[src/rtl/or_accum.sv]
// Registered OR unit: PAIR mode returns a|b per beat, FRAME mode folds a sticky OR
// across up to DEPTH beats. Valid/ready on both sides; out_any is the OR-reduction of out.
module or_accum #(
  parameter  int WIDTH = 16,
  parameter  int DEPTH = 4,
  localparam int CW    = $clog2(DEPTH + 1)
) (
  input  logic             clk,
  input  logic             rst_n,
  input  logic             mode,
  input  logic [WIDTH-1:0] a,
  input  logic [WIDTH-1:0] b,
  input  logic             last,
  input  logic             in_valid,
  output logic             in_ready,
  output logic [WIDTH-1:0] out,
  output logic             out_any,
  output logic [CW-1:0]    out_count,
  output logic             out_valid,
  input  logic             out_ready
);

  typedef enum logic [1:0] {IDLE, ACCUM, HOLD} state_t;

  localparam logic [CW-1:0] DEPTH_C = CW'(DEPTH);
  localparam logic [CW-1:0] ONE_C   = CW'(1);

  state_t           state_q, state_d;
  logic [WIDTH-1:0] acc_q, acc_d;
  logic [CW-1:0]    cnt_q, cnt_d;
  logic [WIDTH-1:0] out_q, out_d;
  logic             out_any_q;
  logic [CW-1:0]    out_cnt_q, out_cnt_d;
  logic             mode_q, mode_d;
  logic             accept;
  logic [WIDTH-1:0] pair_or;
  logic [WIDTH-1:0] nacc;
  logic [CW-1:0]    ncnt;

  assign in_ready  = rst_n & ((state_q != HOLD) | out_ready);
  assign accept    = in_valid & in_ready;
  assign pair_or   = a | b;
  assign nacc      = acc_q | pair_or;
  assign ncnt      = cnt_q + ONE_C;

  assign out       = out_q;
  assign out_any   = out_any_q;
  assign out_count = out_cnt_q;
  assign out_valid = (state_q == HOLD);

  always_comb begin
    state_d   = state_q;
    acc_d     = acc_q;
    cnt_d     = cnt_q;
    out_d     = out_q;
    out_cnt_d = out_cnt_q;
    mode_d    = mode_q;
    // A new frame starts from IDLE, or from HOLD on the same edge the result leaves.
    if (accept && (state_q == IDLE || state_q == HOLD)) begin
      mode_d = mode;
      if (!mode || last || DEPTH == 1) begin
        out_d     = pair_or;
        out_cnt_d = ONE_C;
        acc_d     = '0;
        cnt_d     = '0;
        state_d   = HOLD;
      end else begin
        acc_d   = pair_or;
        cnt_d   = ONE_C;
        state_d = ACCUM;
      end
    end else if (state_q == HOLD && out_ready) begin
      state_d = IDLE;
    end else if (state_q == ACCUM && accept) begin
      // The DEPTH-th beat closes the frame whether or not last is set.
      if (!mode_q || ncnt == DEPTH_C || last) begin
        out_d     = nacc;
        out_cnt_d = ncnt;
        acc_d     = '0;
        cnt_d     = '0;
        state_d   = HOLD;
      end else begin
        acc_d = nacc;
        cnt_d = ncnt;
      end
    end
  end

  always_ff @(posedge clk) begin
    if (!rst_n) begin
      state_q   <= IDLE;
      acc_q     <= '0;
      cnt_q     <= '0;
      out_q     <= '0;
      out_any_q <= 1'b0;
      out_cnt_q <= '0;
      mode_q    <= 1'b0;
    end else begin
      state_q   <= state_d;
      acc_q     <= acc_d;
      cnt_q     <= cnt_d;
      out_q     <= out_d;
      out_any_q <= |out_d;
      out_cnt_q <= out_cnt_d;
      mode_q    <= mode_d;
    end
  end

endmodule

[config.mk]
export PLATFORM = sky130hd
export DESIGN_NAME = or_accum
export DESIGN_NICKNAME = d
export VERILOG_FILES = /design/src/rtl/or_accum.sv
export SDC_FILE = /design/constraint.sdc
export NUM_CORES = 1
export LEC_CHECK = 0
export ABC_AREA = 1
export BUFFER_PORTS_ARGS = -buffer_cell sky130_fd_sc_hd__buf_4
export CORE_UTILIZATION = 55
export DETAILED_ROUTE_END_ITERATION = 8
export PLACE_DENSITY = 0.81
export SYNTH_ARGS = -nofsm -noshare
export SYNTH_HDL_FRONTEND = slang
export SYNTH_SLANG_ARGS = --single-unit
[constraint.sdc]
create_clock -name clk -period 3.7 [get_ports clk]
set_input_delay 0.74 -clock clk [delete_from_list [all_inputs] [get_ports clk]]
set_output_delay 0.74 -clock clk [all_outputs]
set_load 0.01 [all_outputs]
---- Word level (Yosys, flattened, before mapping) ----
Index checks and enable logic that the tools add are counted.
cells by class
  add/subtract/negate cells ............... 1
  shift-type cells ........................ 0
  magnitude comparators ................... 0
  reductions and logical operators ........ 18
  muxes and demuxes ....................... 25
  bitwise logic cells ..................... 5
  multiply operators ...................... 0
  div/mod/pow operators ................... 0
  eq/ne operators ......................... 6
operator list
  operator             count
  $mux 16              10
  $or 16x16->16        2
  $mux 3               9
  $reduce_or 16->1     1
  $mux 2               5
  $reduce_bool 3->1    2
  $logic_or 1x1->1     4
  $ne 2x2->1 const B   2
  $reduce_and 2->1     2
  $reduce_and 4->1     1
  $reduce_bool 2->1    2
  $add 3x1->3 const B  1
  $eq 3x3->1 const B   1
  $logic_and 1x1->1    3
  $and 1x1->1          2
  $eq 2x1->1 const B   1
  $eq 2x2->1 const B   1
  $logic_not 1->1      2
  $logic_not 2->1      1
  $ne 2x1->1 const B   1
  $mux 1               1
  $or 1x1->1           1
storage, ports and cells
  bits in read-only memories .............. 0
  register bits after elaboration ......... 42
  bits in writable memories ............... 0
  bits in latches ......................... 0
  memories ................................ 0
  logic and storage cells ................. 62
  input bits .............................. 38

---- Depth between registers and ports, before layout ----
Gate-level depths: netlist of run 1.
  depth in word-level cells ............... 9
  mapped depth ............................ 15

---- Worst setup path before layout of run 1 ----
Ideal clock, no wire load.
  kind .................................... input to register
  start point ............................. in mode
  end point ............................... reg out_any_q (netlist: out_any)
  path buffers ............................ 1
  stages on the path ...................... 12
  data arrival time ....................... 1.913 ns
  setup time .............................. 0.132 ns
  path slack .............................. 1.655 ns
  required time ........................... 3.568 ns
  path through ............................ inv_1 nor2_1 nor2_1 buf_2 inv_1 nor2_1 nor2_1 nand2_1 nor2_1 nand2_1 nor2_1 a21oi_1
on the way
  cells in the longest elaborated chain, start to end .. 5
RTL lines
  item                  line  RTL
  start, declared       10    input logic mode,
  $logic_not 1->1       61    if (!mode || last || DEPTH == 1) begin
  $logic_or 1x1->1      61
  $mux 16               61
  $mux 16               59    if (accept && (state_q == IDLE || state_q == HOLD)) begin
  $reduce_or 16->1      103   out_any_q <= |out_d;
  end signal, assigned  103
  end, declared         32    logic out_any_q;
Every way passes these cells.
A chain may end at the register's enable or synchronous reset.

---- Worst setup path after layout of run 1 ----
  start point ............................. in out_ready
  end point ............................... reg acc_q[9]
on the way
  cells in the longest elaborated chain, start to end .. 6
  elaborated cells on any way between the ends .. 10
  classes of those cells .................. eq/ne: 1; mux: 1; bitwise: 3; reduce/logical: 5
RTL lines
  item                                                              line    RTL
  start, declared                                                   20      input logic out_ready
  $or 1x1->1                                                        40      assign in_ready = rst_n & ((state_q != HOLD) | out_ready);
  $and 1x1->1                                                       40
  $and 1x1->1                                                       41      assign accept = in_valid & in_ready;
  $logic_and 1x1->1, on equally long branches                       59, 74
  $ne 2x2->1 (no line) / $reduce_bool 2->1 (equally long branches)  -
  $reduce_and 2->1 (no line)                                        -
  end signal, assigned                                              92      acc_q <= '0;
  end signal, assigned                                              100     acc_q <= acc_d;
  end, declared                                                     29      logic [WIDTH-1:0] acc_q, acc_d;
Several ways; a longest one is shown, not always the timed one.

==> results of run 1 <==
metrics by stage:
stage               area (um2)  util, %  setup slack [ns]
global placement          2680     71.1              1.03
finish                    2780     73.7              1.19
global route              2780     73.7             0.974
CTS                       2780     73.7              1.21
floorplan                 2210        -              1.65
detailed placement        2680     71.1             0.949
area by class of cell:
class	count	area, um2
clock buffer	6	82.6
tap	48	60.1
sequential	42	841
inverter	48	180
timing repair buffer	63	473
fill	335	993
multi-input combinational	249	1130
clock inverter	2	12.5
worst register-to-register path, cell delays in order, from the launching register on:
cell and delay, ns:
sky130_fd_sc_hd__dfxtp_1 0.42, sky130_fd_sc_hd__inv_2 0.08, sky130_fd_sc_hd__nand3_2 0.09, sky130_fd_sc_hd__nand4_1 0.24, sky130_fd_sc_hd__buf_4 0.26, sky130_fd_sc_hd__nand2_1 0.13
sky130_fd_sc_hd__buf_4 0.27, sky130_fd_sc_hd__nand2_1 0.41, sky130_fd_sc_hd__a21oi_1 0.30, sky130_fd_sc_hd__nor3_1 0.07
cells in the mapped netlist:
master,n,area (um2)
sky130_fd_sc_hd__nand2_2,2,12.5
sky130_fd_sc_hd__nor2_2,1,6.26
sky130_fd_sc_hd__clkbuf_1,7,26.3
sky130_fd_sc_hd__nand3_4,1,17.5
sky130_fd_sc_hd__o21ai_0,6,30.0
sky130_fd_sc_hd__a31oi_1,1,6.26
sky130_fd_sc_hd__nand2_4,1,11.3
sky130_fd_sc_hd__dfxtp_1,42,841
sky130_fd_sc_hd__buf_2,3,15.0
sky130_fd_sc_hd__nand3_2,1,10.0
sky130_fd_sc_hd__ha_1,2,25.0
sky130_fd_sc_hd__buf_6,1,11.3
sky130_fd_sc_hd__inv_2,1,3.75
sky130_fd_sc_hd__inv_1,47,176
sky130_fd_sc_hd__nor2_1,54,203
sky130_fd_sc_hd__nand4_1,2,12.5
sky130_fd_sc_hd__nand3_1,16,80.1
sky130_fd_sc_hd__nand2_1,84,315
sky130_fd_sc_hd__o21a_1,1,7.51
sky130_fd_sc_hd__buf_1,1,3.75
sky130_fd_sc_hd__nor3_1,18,90.1
sky130_fd_sc_hd__a21oi_1,56,280
sky130_fd_sc_hd__a211oi_1,2,15.0
sky130_fd_sc_hd__or2_2,1,6.26
sky130_fd_sc_hd__buf_4,1,7.51
sequential cells by signal, indices dropped and copies added, names as in the netlist:
| signal | flops |
|---|---|
| out | 16 |
| state_q | 2 |
| cnt_q | 3 |
| mode_q | 1 |
| out_any | 1 |
| out_count | 3 |
| acc_q | 16 |
logic make-up after synthesis:
family / after synthesis / synth area share [%]
compound gates: 66 / 15.3
buf+inv: 61 / 11.0
flops: 42 / 38.0
simple gates: 181 / 34.5
fa+ha+maj: 2 / 1.13
worst paths after layout:
check	from	end	slack, ns	depth (start not counted)
worst max-delay path	out_ready	acc_q[9]	1.19	10
worst min-delay path	mode_q	mode_q	0.46	2
worst max register to register	state_q[0]	acc_q[9]	1.27	9
worst min register to register	mode_q	mode_q	0.46	2
routing by layer:
metal  GRT usage, %  up-vias  wire length [um]
met1           35.9     1030              2440
met4           8.97        0                45
met3           4.17        6               320
met2           41.5       80              2540
li1               -     1228                 -
met5              0        -                 0
power by group through the flow:
stage / sequential (mW) / combinational [mW] / clock, mW
final: 0.495 / 0.212 / 0.302
after global routing: 0.498 / 0.238 / 0.330
after CTS: 0.495 / 0.212 / 0.307
after floorplan: 0.509 / 0.126 / 0
after global placement: 0.505 / 0.206 / 0
after detailed placement: 0.505 / 0.211 / 0
==> results by group, run 1 <==
Clock tree
  – Clock transition at the register clock pins on the worst setup and hold paths after CTS: 0.08 ns
  – CTS tree: built
  – TritonCTS sink count: between 40 and 50
  – Htree depth: 2
  – Skew-Pair Late Insertion Delay: 0.29 ns
  – Maximum buffer depth of the clock tree: 2
  – Total CTS buffers: 5
  – CTS Root Buffer Type: sky130_fd_sc_hd__clkbuf_8
  – Hold-fix buffer count after cts: 0
  – Post-CTS sizing: 0
  – Setup repair bufs after CTS: 0

STA
  – Max-slew violations: 0
  – Worst relative slew slack: around a fifth
  – Post-Route Hold Slack: about 0.46 ns
  – Post-route minimum period: ~2.5 ns
  – Total setup violations reported at the end of the flow: 0
  – Final hold violations: 0
  – Peak Freq: between 0.3 and 0.4 GHz
  – Clock Skews: around 0.0085 ns
  – Setup repair after global routing missed its margin: no
  – Post-route clock period utilization: approximately 68%
  – Actual transition at the worst max-transition pin: 1.18 ns
  – Fin Setup TNS: 0 ns

Logic synthesis
  – Post-synth net total: about 390
  – Post-synthesis instance area: ~0.0022 mm2
  – Netlist cell types: 25
  – Average footprint of a synthesized cell: approximately 6.3 um2
  – Share of synthesized area occupied by flip-flops and latches: 38.0%
  – Synthesized netlist cell count: roughly 350
  – Total of flip-flops plus latches after synthesis: 42
  – Count of yosys warnings during synthesis: 0

Floorplanning
  – Die area: around 0.0043 mm2
  – # rows: 22
  – Die Wd: ~65 um
  – Area of the placeable core: 0.00377 mm2
  – Y dimension of the die: between 60 and 70 um
  – Initial core utilization: about three fifths
  – Number of placed I/O pins: 60

Power and ir drop
  – PwrDens: 363 mW/mm2
  – Power share of the sequential group: approximately half
  – Final total power: 1.01 mW
  – Relative contribution of combinational cells to total power: a little over a fifth
  – Static leakage: between 1 and 1.5 nW
  – Fraction of power spent switching nets: between 20% and 30%
  – Clock network power share: between 20% and 30%
  – Switching power of the nets: approximately 0.29 mW
  – Internal power of the cells: ~0.72 mW
  – Peak VDD IR: around 0.00023 V

Global route
  – Largest net degree at the start of global routing: 39
  – Global-route wire length before repair: between 8000 and 9000 um
  – Combined global-route utilization of all metal layers: between 20% and 30%
  – Initial antenna violation count: 0
  – GR Overflow Total: 0
  – Vias in the first global route: around 1900

Cells and area
  – Share of layout cells above drive strength 1: 19.3%
  – Area Overhead vs Synth: 25.5%
  – Number of antenna repair diodes: 0
  – Post-layout instance count excluding filler cells: around 460
  – Most common library cell in the layout ignoring fill and taps: sky130_fd_sc_hd__nand2_1
  – Commonest cells after routing, fill and taps aside: sky130_fd_sc_hd__nand2_1 (84), sky130_fd_sc_hd__buf_4 (63), sky130_fd_sc_hd__a21oi_1 (56)
  – Final-stage net count: between 400 and 500

Setup path
  – Family of cells with the greatest summed delay on the critical path: simple AND/OR/NAND/NOR gates
  – Critical path launch point type: input pin
  – Largest incremental delay on the critical path: just over 0.4 ns
  – CP bufs+invs: 4
  – Critical path arrival: 2.63 ns
  – Crit path capture type: register
  – Slowest stage cell on the critical path: sky130_fd_sc_hd__nand2_1
  – Most common cell on crit path: sky130_fd_sc_hd__buf_4
  – Series of cell instances along the critical path: buf_4 > inv_1 > nand3_2 > nand4_1 > buf_4 > nand2_1 > buf_4 > nand2_1 > a21oi_1 > nor3_1
  – Required arrival time at the worst endpoint: roughly 3.8 ns
  – Classification of the worst setup path: input pin to register
  – Highest fanout seen on the critical path: 22

Min path
  – Worst hold path type: register to register

Placed design
  – Port buffer count: between 50 and 60
  – Count of placed standard cells including taps: 450
  – Final RePlAce weighted congestion: approximately 0.8
  – Post-detailed-placement half-perimeter wirelength: 3900 um

Drt
  – Average wire per standard cell: approximately 12 um
  – Total DRC errors in the routed layout: 0
  – Vias per cell: slightly above 5
  – Vias after detailed routing: 2344
  – Routed WL: about 5300 um
  – Drt initial violations: 140
  – Remaining antenna violation count: 0
  – Drt pass-1 iters: 4

Outcome
  – Result of the run: finished clean

Flow run
  – Max-cap viol count: 0
Note: power is estimated with default switching activity, not from simulation.
==> run 2, diff against run 1 <==
--- a/config.mk
+++ b/config.mk
@@ -7,9 +7,9 @@
 export LEC_CHECK = 0
 export ABC_AREA = 1
 export BUFFER_PORTS_ARGS = -buffer_cell sky130_fd_sc_hd__buf_4
-export CORE_UTILIZATION = 55
+export CORE_UTILIZATION = 52
 export DETAILED_ROUTE_END_ITERATION = 8
-export PLACE_DENSITY = 0.81
+export PLACE_DENSITY = 0.77
 export SYNTH_ARGS = -nofsm -noshare
 export SYNTH_HDL_FRONTEND = slang
 export SYNTH_SLANG_ARGS = --single-unit
==> constraint.sdc (replaced) <==
create_clock -name clk -period 2.32 [get_ports clk]
set_input_delay 0.464 -clock clk [delete_from_list [all_inputs] [get_ports clk]]
set_output_delay 0.464 -clock clk [all_outputs]
set_load 0.01 [all_outputs]
==> results by group, run 2 (synthesized netlist as in run 1, its figures left out) <==
Outcome
  – Result of the run: finished clean

STA
  – Max-slew violations: 0
  – Worst relative slew slack: 53.0%
  – Minimum setup slack in the final design: about 0.25 ns
  – Actual transition at the worst max-transition pin: approximately 0.7 ns
  – Fin Setup TNS: 0 ns
  – Post-route minimum period: roughly 2.1 ns
  – Setup repair after global routing missed its margin: no
  – Total setup violations reported at the end of the flow: 0
  – Clock Skews: approximately 0.0049 ns
  – Peak Freq: between 0.4 and 0.5 GHz
  – Final hold violations: 0
  – Post-route clock period utilization: 89.4%
  – Post-Route Hold Slack: 0.452 ns

Floorplanning
  – Initial core utilization: between 50% and 60%
  – # rows: 23
  – Area of the placeable core: just over 0.004 mm2
  – Die Wd: 67.2 um
  – Number of placed I/O pins: 60
  – Die area: about 0.0045 mm2
  – Y dimension of the die: 67.2 um

Drt
  – Drt initial violations: 113
  – Total DRC errors in the routed layout: 0
  – Routed WL: approximately 5600 um
  – Average wire per standard cell: approximately 12 um
  – Remaining antenna violation count: 0
  – Vias after detailed routing: 2342
  – Vias per cell: around 5
  – Drt pass-1 iters: 4

Power and ir drop
  – Static leakage: around 1.5 nW
  – PwrDens: around 560 mW/mm2
  – Peak VDD IR: just under 0.0004 V

Clock tree
  – TritonCTS sink count: between 40 and 50
  – CTS tree: built
  – Setup repair bufs after CTS: 0
  – Hold-fix buffer count after cts: 0
  – Htree depth: 2
  – Skew-Pair Late Insertion Delay: 0.29 ns
  – Total CTS buffers: 5
  – Maximum buffer depth of the clock tree: 2
  – Post-CTS sizing: 0
  – CTS Root Buffer Type: sky130_fd_sc_hd__clkbuf_8
  – Clock transition at the register clock pins on the worst setup and hold paths after CTS: about 0.080 ns

Cells and area
  – Commonest cells after routing, fill and taps aside: sky130_fd_sc_hd__nand2_1 (84), sky130_fd_sc_hd__buf_4 (72), sky130_fd_sc_hd__a21oi_1 (56)
  – Final-stage net count: around 460
  – Utilization after layout: a little over two thirds
  – Share of layout cells above drive strength 1: between 20% and 30%
  – Most common library cell in the layout ignoring fill and taps: sky130_fd_sc_hd__nand2_1
  – Number of antenna repair diodes: 0
  – Area Overhead vs Synth: 28.0%

Setup path
  – RR Endpoint: out_any
  – Crit path capture type: register
  – Slack of the worst reg-to-reg path: 0.25 ns
  – Startpoint of the worst register-to-register path: cnt_q[0]
  – Worst R2R Path Depth: 14
  – Highest fanout seen on the critical path: 16
  – Critical path launch point type: register
  – Required arrival time at the worst endpoint: between 2 and 2.5 ns
  – Largest incremental delay on the critical path: roughly 0.34 ns
  – Family of cells with the greatest summed delay on the critical path: simple AND/OR/NAND/NOR gates
  – Critical path arrival: ~2.2 ns
  – Most common cell on crit path: sky130_fd_sc_hd__nand2_1
  – CP bufs+invs: 2
  – Classification of the worst setup path: register to register
  – Slowest stage cell on the critical path: sky130_fd_sc_hd__dfxtp_1
  – Series of cell instances along the critical path: ha_1 > inv_1 > nand2_1 > nand3_1 > nand2_1 > buf_4 > nand2_2 > nand2_1 > nand3_1 > nand2_1 > nor2_1 > nand2_1 > nor2_1 > a21oi_1
  – Critical path launch point: cnt_q[0]

Global route
  – Combined global-route utilization of all metal layers: 26.4%
  – Vias in the first global route: just over 2000
  – Global-route wire length before repair: roughly 8900 um
  – GR Overflow Total: 0
  – Initial antenna violation count: 0
  – Largest net degree at the start of global routing: 39

Min path
  – Worst Hold Depth: 2
  – Hold EP: mode_q
  – Hold path startpoint: mode_q
  – Worst hold path type: register to register

Placed design
  – Port buffer count: 59
  – Post-detailed-placement half-perimeter wirelength: 4170 um
  – Setup WS pre-CTS: 0.140 ns
  – Final RePlAce weighted congestion: 0.830

Flow run
  – Max-cap viol count: 0
[run 2: cell count changes in the layout (fill, tap and decap cells not counted), sizes merged]
cell,before,now
clkinv,1,0
buf,63,72
[run 2: worst reg2reg max path, cell delays in order, from the launching register on]
cell	delay (ns)
sky130_fd_sc_hd__dfxtp_1	0.34
sky130_fd_sc_hd__ha_1	0.22
sky130_fd_sc_hd__inv_1	0.05
sky130_fd_sc_hd__nand2_1	0.06
sky130_fd_sc_hd__nand3_1	0.06
sky130_fd_sc_hd__nand2_1	0.07
sky130_fd_sc_hd__buf_4	0.16
sky130_fd_sc_hd__nand2_2	0.28
sky130_fd_sc_hd__nand2_1	0.10
sky130_fd_sc_hd__nand3_1	0.10
sky130_fd_sc_hd__nand2_1	0.07
sky130_fd_sc_hd__nor2_1	0.15
sky130_fd_sc_hd__nand2_1	0.07
sky130_fd_sc_hd__nor2_1	0.14
sky130_fd_sc_hd__a21oi_1	0.09
[run 2: worst max path at each step]
stage	depth (start not counted)	endpoint	slack, ns
after floorplan	15	out_any	0.52
after global placement	13	out_any	0.14
after detailed placement	13	out_any	0.14
after CTS	14	out_any	0.25
after global routing	12	out_any	0.04
final	14	out_any	0.25
[run 2: cell type report]
cell class                      instances  area [um2]
Fill cell                             386        1220
Clock buffer                            6        72.6
Inverter                               48         180
Sequential cell                        42         841
Multi-Input combinational cell        249        1130
Tap cell                               50        62.6
Timing Repair Buffer                   72         541
Clock inverter                          1        7.51
[run 2: report_power, final]
part	switching (mW)	internal, mW
registers	0.0262	0.765
clock network	0.250	0.207
logic	0.192	0.156
[run 2: stage by stage]
stage / std cells / total power, mW / instance area (um2)
floorplan: 352 / 1.01 / 2210
global placement: 461 / 1.15 / 2750
detailed placement: 461 / 1.16 / 2750
CTS: 468 / 1.61 / 2830
global route: 468 / 1.68 / 2830
finish: 468 / 1.60 / 2830
[run 2: metal layers]
| metal | track usage [%] | share of wire (%) | vias up |
|---|---|---|---|
| met5 | 0 | 0 | - |
| met4 | 9.84 | 1.1 | 0 |
| met3 | 5.07 | 5.1 | 6 |
| met2 | 47.0 | 50 | 59 |
| met1 | 31.0 | 44 | 1033 |
| li1 | - | - | 1244 |
